`config.mk`:
```
export PLATFORM = sky130hd
export DESIGN_NAME = booth_seq_mult_mn_flat
export DESIGN_NICKNAME = d
export VERILOG_FILES = /design/src/rtl/booth_seq_mult_mn_if.sv /design/src/rtl/booth_seq_mult_mn.sv /design/src/flat_wrapper.sv
export SDC_FILE = /design/constraint.sdc
export NUM_CORES = 1
export LEC_CHECK = 0
export ABC_AREA = 1
export ABC_CLOCK_PERIOD_IN_PS = 4200
export CORE_ASPECT_RATIO = 0.6
export CORE_MARGIN = 4
export CORE_UTILIZATION = 30
export CTS_CLUSTER_SIZE = 30
export DETAILED_ROUTE_END_ITERATION = 16
export GPL_TIMING_DRIVEN = 0
export PLACE_DENSITY = 0.52
export SLEW_MARGIN = 20
export SYNTH_ARGS = -nofsm -noshare
export SYNTH_HDL_FRONTEND = slang
export SYNTH_SLANG_ARGS = --single-unit
```
`constraint.sdc`:
```
create_clock -name clk -period 4.2 [get_ports clk]
set_clock_uncertainty 0.15 [all_clocks]
set_input_delay 0.84 -clock clk [delete_from_list [all_inputs] [get_ports clk]]
set_output_delay 0.84 -clock clk [all_outputs]
set_load 0.05 [all_outputs]
```
`src/rtl/booth_seq_mult_mn_if.sv`:
```
// rtl/booth_seq_mult_mn_if.sv - operand/result handshake bundle for the Booth multiplier
interface booth_seq_mult_mn_if #(
    parameter int M_WIDTH = 32,
    parameter int N_WIDTH = 32
);
    logic                       in_valid;
    logic                       in_ready;
    logic [M_WIDTH-1:0]         a;
    logic [N_WIDTH-1:0]         b;
    logic                       signed_op;
    logic                       out_valid;
    logic                       out_ready;
    logic [M_WIDTH+N_WIDTH-1:0] product;
    logic                       busy;

    modport slave (
        input  in_valid, a, b, signed_op, out_ready,
        output in_ready, out_valid, product, busy
    );

    modport master (
        output in_valid, a, b, signed_op, out_ready,
        input  in_ready, out_valid, product, busy
    );
endinterface

```
`src/rtl/booth_seq_mult_mn.sv`:
```
// rtl/booth_seq_mult_mn.sv - iterative radix-2 Booth multiplier, one step per clock
module booth_seq_mult_mn #(
    parameter int M_WIDTH = 32,
    parameter int N_WIDTH = 32
) (
    input  logic                clk,
    input  logic                rst,
    booth_seq_mult_mn_if.slave  bus
);
    localparam int CW = $clog2(N_WIDTH + 2);

    typedef enum logic [1:0] {
        IDLE = 2'd0,
        CALC = 2'd1,
        DONE = 2'd2
    } state_t;

    state_t                     state_q, state_d;
    logic [M_WIDTH:0]           a_q, a_d;
    logic [M_WIDTH+1:0]         acc_q, acc_d;
    logic [N_WIDTH:0]           q_q, q_d;
    logic                       qm1_q, qm1_d;
    logic [CW-1:0]              cnt_q, cnt_d;
    logic [M_WIDTH+N_WIDTH-1:0] product_q, product_d;

    logic [M_WIDTH+1:0]         a_ext;
    logic [M_WIDTH+1:0]         acc_sum;

    always_ff @(posedge clk) begin
        if (rst) begin
            state_q   <= IDLE;
            a_q       <= '0;
            acc_q     <= '0;
            q_q       <= '0;
            qm1_q     <= 1'b0;
            cnt_q     <= '0;
            product_q <= '0;
        end else begin
            state_q   <= state_d;
            a_q       <= a_d;
            acc_q     <= acc_d;
            q_q       <= q_d;
            qm1_q     <= qm1_d;
            cnt_q     <= cnt_d;
            product_q <= product_d;
        end
    end

    always_comb begin
        state_d   = state_q;
        a_d       = a_q;
        acc_d     = acc_q;
        q_d       = q_q;
        qm1_d     = qm1_q;
        cnt_d     = cnt_q;
        product_d = product_q;

        a_ext = {a_q[M_WIDTH], a_q};
        case ({q_q[0], qm1_q})
            2'b01:   acc_sum = acc_q + a_ext;
            2'b10:   acc_sum = acc_q - a_ext;
            default: acc_sum = acc_q;
        endcase

        case (state_q)
            IDLE: begin
                if (bus.in_valid) begin
                    // One extra operand bit lets the signed Booth core handle unsigned inputs exactly.
                    a_d     = {bus.signed_op & bus.a[M_WIDTH-1], bus.a};
                    q_d     = {bus.signed_op & bus.b[N_WIDTH-1], bus.b};
                    qm1_d   = 1'b0;
                    acc_d   = '0;
                    cnt_d   = CW'(N_WIDTH + 1);
                    state_d = CALC;
                end
            end
            CALC: begin
                acc_d = {acc_sum[M_WIDTH+1], acc_sum[M_WIDTH+1:1]};
                q_d   = {acc_sum[0], q_q[N_WIDTH:1]};
                qm1_d = q_q[0];
                cnt_d = cnt_q - 1'b1;
                if (cnt_q == CW'(1)) begin
                    product_d = {acc_d[M_WIDTH-2:0], q_d};
                    state_d   = DONE;
                end
            end
            DONE: begin
                if (bus.out_ready) begin
                    state_d = IDLE;
                end
            end
            default: state_d = IDLE;
        endcase
    end

    assign bus.in_ready  = (state_q == IDLE);
    assign bus.out_valid = (state_q == DONE);
    assign bus.busy      = (state_q != IDLE);
    assign bus.product   = product_q;
endmodule

```
`src/flat_wrapper.sv`:
```
// flat-port wrapper written by rule: the top's interface ports become plain ports
module booth_seq_mult_mn_flat 
#(
    parameter int M_WIDTH = 32,
    parameter int N_WIDTH = 32
)
  (clk, rst, bus_in_valid, bus_a, bus_b, bus_signed_op, bus_out_ready, bus_in_ready, bus_out_valid, bus_product, bus_busy);
  booth_seq_mult_mn_if #(.M_WIDTH(M_WIDTH), .N_WIDTH(N_WIDTH)) bus_i ();
  input  logic clk;
  input  logic rst;
  input wire logic [$bits(bus_i.in_valid)-1:0] bus_in_valid;
  input wire logic [$bits(bus_i.a)-1:0] bus_a;
  input wire logic [$bits(bus_i.b)-1:0] bus_b;
  input wire logic [$bits(bus_i.signed_op)-1:0] bus_signed_op;
  input wire logic [$bits(bus_i.out_ready)-1:0] bus_out_ready;
  output wire logic [$bits(bus_i.in_ready)-1:0] bus_in_ready;
  output wire logic [$bits(bus_i.out_valid)-1:0] bus_out_valid;
  output wire logic [$bits(bus_i.product)-1:0] bus_product;
  output wire logic [$bits(bus_i.busy)-1:0] bus_busy;
  assign bus_i.in_valid = bus_in_valid;
  assign bus_i.a = bus_a;
  assign bus_i.b = bus_b;
  assign bus_i.signed_op = bus_signed_op;
  assign bus_i.out_ready = bus_out_ready;
  assign bus_in_ready = bus_i.in_ready;
  assign bus_out_valid = bus_i.out_valid;
  assign bus_product = bus_i.product;
  assign bus_busy = bus_i.busy;
  booth_seq_mult_mn #(.M_WIDTH(M_WIDTH), .N_WIDTH(N_WIDTH)) u_core (.clk(clk), .rst(rst), .bus(bus_i));
endmodule
```
==> run_results.csv <==
group,metric,value,unit
detailed_routing,dr.pass1.iters,5,
worst_hold_path,hp-class,"reg -> reg",
placed_design,dp_hpwl,31700,um
finish,synthToLayoutAreaGrowth,25.2,%
floorplan,dieHeight,151,um
floorplan,dieArea,37300,sq um
synthesis,synth.avg_cell_area,6.35,sq um
grt,grt_max_degree,18,
clock_network,clk_latency,0.46,ns
finish,fin_area,12800,sq um
critical_path,cp-endpoint,"u_core.bus.product[63]$_SDFFE_PP0P_",
finish,nets,1878,
synthesis,synth_area,10300,sq um
pwr,max-vdd-ir-drop,0.000297,V
synthesis,synth-adder-area-share,4.71,%
critical_path,critPathArrivalTime,4.13,ns
floorplan,dieWidth,247,um
floorplan,core.rowCount,52,
critical_path,r2r_end,"u_core.bus.product[63]$_SDFFE_PP0P_",
critical_path,crit_path_start,"u_core.a_q[1]$_SDFFE_PP0P_",
sta,timing.setup.tns,0,ns
clock_network,ctsRootBufferMaster,"clkbuf_16",
detailed_routing,wirelength,38700,um
sta,post-route-period-util,93.4,%
grt,grt_first_pass_wirelength,58300,um
pwr,leakage,5.74,nW
critical_path,critPathCaptureType,"flop",
synthesis,syn_inst,1614,
floorplan,ios,136,
outcome,status,"completed",
sta,rsz0062_at_grt,"false",
synthesis,ys_seq_area_share,33.6,%
pwr,power.switching,0.00188,W
sta,maxSlewHeadroom,35.0,%
synthesis,yosysWarnings,0,
synthesis,ys_ff_latch,172,
pwr,p_clk_share,33.5,%
clock_network,cts_tree,"done",
detailed_routing,drtAntennaViolNets,0,
clock_network,cts_sinks,172,
detailed_routing,drc_errors,0,
pwr,p_seq_share,36.5,%
synthesis,synth-compound-area-share,14.3,%
grt,antenna_found_initial,0,
sta,worst_pin_slew,0.976,ns
sta,hold_viol_final,0,
placed_design,place_congestion,0.987,
critical_path,start_kind,"flop",
synthesis,synth_nets,1721,
floorplan,start_util,30.4,%
finish,layout-drive-gt1-share,6.45,%
placed_design,numPortBuffers,134,
synthesis,synth_top_family_by_area,"simple AND/OR/NAND/NOR gates",
synthesis,synth_area_leaders,"dfxtp_1 34%, nand2_1 19%, inv_1 7.7%, nor2_1 6.6%, a21oi_1 5.5%",
sta,finalSetupViolCount,0,
floorplan,coreArea,33700,sq um
synthesis,synthSimpleGateAreaFrac,33.4,%
detailed_routing,drtIter0Drc,995,
grt,grt_pass1_vias,9606,
sta,drv_slew,0,
finish,num_antenna_cells,0,
clock_network,hold_buffers,0,
pwr,p_int,0.00312,W
grt,grt_util_all_layers,20.8,%
critical_path,reg2reg_depth,22,
pwr,power_density,390,nW/um^2
placed_design,placed_cell_area,12200,sq um
grt,overflow,0,
clock_network,cts_max_path_buffers,2,
pwr,combinationalPowerShare,30.0,%
critical_path,crit_fanout,5,
synthesis,synth_xor_area_share,3.33,%
clock_network,numCtsBuffers,17,
detailed_routing,viasPerCell,4.75,
synthesis,synth_top_cell_by_area,"dfxtp_1",
synthesis,synthMuxAreaShare,0,%
critical_path,worstSetupPathType,"reg -> reg",
pwr,sw_frac_of_total,37.6,%
critical_path,r2r_setup_slack,0.28,ns
synthesis,synthDistinctLibCells,45,
critical_path,critPathRequiredTime,4.41,ns
sta,fin_crit,3.92,ns
detailed_routing,post_drt_wl_per_cell,17.2,um
worst_hold_path,min_delay_path_depth,2,
sta,max_freq,255,MHz
job,cap_violations,0,
clock_network,clkTransAtPathRegs,0.07,ns
synthesis,synth_top_area_share,33.6,%
critical_path,timing.rr.start,"u_core.a_q[1]$_SDFFE_PP0P_",
clock_network,h-tree-depth,4,
detailed_routing,vias,10658,
sequential cells by signal, summed over array words and instances (netlist names):
name,count
u_core.cnt_q,6
u_core.state_q,2
u_core.bus.product,64
u_core.qm1_q,1
u_core.acc_q,33
u_core.q_q,33
u_core.a_q,33
cells in the final DEF (no fill, tap or decap), drive strengths merged, types with 34 or more instances in the layout:
master	instances
a21oi	114
buf	34
clkbuf	53
clkdlybuf4s50	134
dfxtp	172
ha	37
inv	225
nand2	510
nand3	78
nor2	190
o21ai	68
kinds of logic (layout without fill, tap and decap cells):
kind of cell	after synthesis	after routing
buffers and inverters	283	453
AND/OR/NAND/NOR	829	829
XOR/XNOR	39	39
AO/OA/AOI/OAI	253	253
adder cells (fa/ha/maj)	38	38
flip-flops	172	172
power by group through the flow:
stage               clock network (W)  registers, W  logic, W
floorplan                           0       0.00193  0.000863
global placement                    0       0.00186   0.00144
detailed placement                  0       0.00186   0.00145
CTS                           0.00171       0.00183   0.00145
global route                  0.00178       0.00184   0.00165
finish                        0.00168       0.00183   0.00150
timing repair:
| item | CTS | global route |
|---|---|---|
| setup buffers | 0 | 4 |
| resized for setup | 0 | 10 |
| setup endpoints to repair | 0 | 18 |
critical path, cell delays in order (launching register included):
cell,delay [ns]
dfxtp_1,0.30
inv_1,0.13
ha_2,0.26
nand3_4,0.10
nor3_4,0.26
nand3_4,0.15
o31ai_4,0.24
xor2_1,0.48
ha_1,0.38
nand2_1,0.18
inv_1,0.06
nand2_1,0.06
nand2_1,0.07
a21oi_1,0.12
nand2_1,0.17
nand2_1,0.12
nand2_1,0.05
nand2_1,0.05
nand3_1,0.09
nand2_1,0.24
nand2_1,0.08
nand2_1,0.06
inv_1,0.03
worst min-delay path by stage:
stage / from / end / slack, ns
6_report: u_core.cnt_q[1]$_SDFFE_PP0P_ / u_core.cnt_q[1]$_SDFFE_PP0P_ / 0.31
5_1_grt: u_core.bus.product[19]$_SDFFE_PP0P_ / u_core.bus.product[19]$_SDFFE_PP0P_ / 0.33
4_1_cts: u_core.cnt_q[1]$_SDFFE_PP0P_ / u_core.cnt_q[1]$_SDFFE_PP0P_ / 0.32
3_5_place_dp: u_core.cnt_q[1]$_SDFFE_PP0P_ / u_core.cnt_q[1]$_SDFFE_PP0P_ / 0.31
3_3_place_gp: u_core.cnt_q[1]$_SDFFE_PP0P_ / u_core.cnt_q[1]$_SDFFE_PP0P_ / 0.30
2_1_floorplan: u_core.cnt_q[1]$_SDFFE_PP0P_ / u_core.cnt_q[1]$_SDFFE_PP0P_ / 0.29
metal layers:
layer,track usage [%],wire length [um],share of wire [%]
met3,5.79,3580,9.2
met1,35.2,21700,56
met2,24.9,13100,34
met4,3.23,253,0.65
met5,0,0,0
cells in the mapped netlist (all sizes together):
cell type,number
nand4,8
clkinv,1
and2,2
a21o,3
a211oi,15
xnor2,13
buf,30
o31ai,4
a21oi,114
xor2,26
o22ai,7
a221oi,13
inv,216
o211ai,1
a31oi,24
nand3,78
nor2,190
or2,26
nor4,2
nand3b,4
o21a,1
nand2,510
ha,37
nor3,9
fa,1
o21bai,1
o311a,1
a32o,1
clkbuf,36
dfxtp,172
o21ai,68
layout make-up:
class                      count  area, sq um
fill                        3729        20900
multi-input combinational   1159         5750
sequential                   172         3440
timing repair buffer         138         1370
inverter                     217          816
tap                          459          574
clock buffer                  17          425
buffer                        66          283
clock inverter                15          175
stage by stage:
stage / std cells / worst slack [ns] / power, W / hold WS, ns / utilization, %
floorplan: 1614 / 1.17 / 0.00279 / 0.290 / -
global placement: 2207 / 0.186 / 0.00331 / 0.301 / 36.1
detailed placement: 2207 / 0.182 / 0.00331 / 0.305 / 36.1
CTS: 2239 / 0.154 / 0.00500 / 0.316 / 37.9
global route: 2243 / 0.0187 / 0.00526 / 0.333 / 38.1
finish: 2243 / 0.276 / 0.00501 / 0.313 / 38.1
Note: power is estimated with default switching activity, not from simulation.
==> RTL change, RTL diff (config.mk and constraints unchanged) <==
The 3 states of `state_t` get a one-hot encoding in 3 bits.
--- a/src/rtl/booth_seq_mult_mn.sv
+++ b/src/rtl/booth_seq_mult_mn.sv
@@ -9,10 +9,10 @@
 );
     localparam int CW = $clog2(N_WIDTH + 2);
 
-    typedef enum logic [1:0] {
-        IDLE = 2'd0,
-        CALC = 2'd1,
-        DONE = 2'd2
+    typedef enum logic [2:0] {
+        IDLE = 3'b001,
+        CALC = 3'b010,
+        DONE = 3'b100
     } state_t;
 
     state_t                     state_q, state_d;
Formal check against the unedited RTL: same outputs for any inputs over 10 cycles, from zero or initial values and one cycle with rst high; not proved beyond that.
==> RTL change against the unedited design <==
Core utilization down 0.077 points; power fell by 7.5%; worst setup slack lost 0.025 ns; area after synthesis grew 0.29%; sequential power is 3% lower; routed wire length grew 3.1%; design area hardly changed; sequential cell count is 1 higher; first-iteration DRC count increased by 9.4%; critical endpoint is now u_core.bus.product[61]$_SDFFE_PP0P_.
==> RTL change: results (changes against the unedited design) <==
| Metric | Value |
|---|---|
| Drt total wl | `39900 um (was 38700 um)` |
| Largest fanout on the critical path | `10 (was 5)` |
| Initial antenna violation count | `0 (unchanged)` |
| Critical path endpoint | `u_core.bus.product[61]$_SDFFE_PP0P_ (was u_core.bus.product[63]$_SDFFE_PP0P_)` |
| Post-DP HPWL | `32900 um (was 31700 um)` |
| IR drop worst, VDD | `0.000310 V (was 0.000297 V)` |
| Synth cell count leaders | `nand2_1 (496), inv_1 (218), dfxtp_1 (173) (was nand2_1 (507), inv_1 (211), nor2_1 (181))` |
| Synth warn | `0 (unchanged)` |
| Status | `finished, final reports clean (unchanged)` |
| Nets | `1875 (was 1878)` |
| Critical Path Start | `u_core.qm1_q$_SDFFE_PP0P_ (was u_core.a_q[1]$_SDFFE_PP0P_)` |
| Tot GR Track Use | `21.2% (was 20.8%)` |
| R2R setup slack | `0.25 ns (was 0.28 ns)` |
| # placed instances | `2208 (was 2207)` |
| Largest net degree at the start of global routing | `19 (was 18)` |
| Pleak | `5.71 nW (was 5.74 nW)` |
| CP max stage delay | `0.39 ns (was 0.48 ns)` |
| Hold endpoint | `u_core.bus.product[14]$_SDFFE_PP0P_ (was u_core.cnt_q[1]$_SDFFE_PP0P_)` |
| Worst slew margin | `43.8% (was 35.0%)` |
| # fillers | `3697 (was 3729)` |
| HP Start | `u_core.bus.product[14]$_SDFFE_PP0P_ (was u_core.cnt_q[1]$_SDFFE_PP0P_)` |
| Vias per std cell | `4.80 (was 4.75)` |
| Dpl ws | `0.137 ns (was 0.182 ns)` |
| Post-placement cell area | `12200 um^2 (about the same)` |
| Vias in the first global route | `9997 (was 9606)` |
| P_int | `2.96 mW (was 3.12 mW)` |
| Synth top area share | `33.7% (was 33.6%)` |
| Port Buffers | `135 (was 134)` |
| RePlAce Congestion | `0.960 (was 0.987)` |
| Seq power | `1.78 mW (was 1.83 mW)` |
| First-pass GRT wire length | `59400 um (was 58300 um)` |
| Slowest-stage cell, CP | `ha_1 (was xor2_1)` |
| Setup Buffers After CTS | `0 (unchanged)` |
| Data required time of the worst path | `4.40 ns (was 4.41 ns)` |
| Switch Pwr | `1.67 mW (was 1.88 mW)` |
| Worst reg2reg path endpoint | `u_core.bus.product[61]$_SDFFE_PP0P_ (was u_core.bus.product[63]$_SDFFE_PP0P_)` |
| Ranking of synthesized cells by area | `dfxtp_1 (34%), nand2_1 (18%), inv_1 (8.0%), a21oi_1 (6.3%), nor2_1 (5.9%) (was dfxtp_1 (34%), nand2_1 (19%), inv_1 (7.7%), nor2_1 (6.6%), a21oi_1 (5.5%))` |
| Drt first-iter violations | `1089 (was 995)` |
| Final hold slack | `0.315 ns (was 0.313 ns)` |
| Highest Clock Rate | `0.253 GHz (was 0.255 GHz)` |
[RTL change: layer usage]
metal,GRT usage [%],wire length [um]
met4,3.32,340
met5,0,0
met1,34.8,21900
met2,26.7,14200
met3,5.82,3430
[RTL change: kinds of logic (layout without fill, tap and decap cells)]
family,after synthesis,count (layout),synth area share [%]
and+or+nand+nor,808,808,32.5
buffers and inverters,295,462,11.3
AOI/OAI and AO/OA,259,259,14.4
DFF,173,173,33.7
xor gates and xnor gates,41,41,3.49
adders and majority gates,38,38,4.70
[RTL change: final cells by class]
type | count | area [um^2] | area share (%)
clock buffers | 17 | 425 | 3.31
flip-flops and latches | 173 | 3460 | 27.0
inverters | 230 | 863 | 6.73
plain buffers | 65 | 298 | 2.32
multi-input cells | 1146 | 5690 | 44.3
clock inverters | 15 | 173 | 1.35
well taps | 459 | 574 | 4.47
repair buffers | 135 | 1350 | 10.5
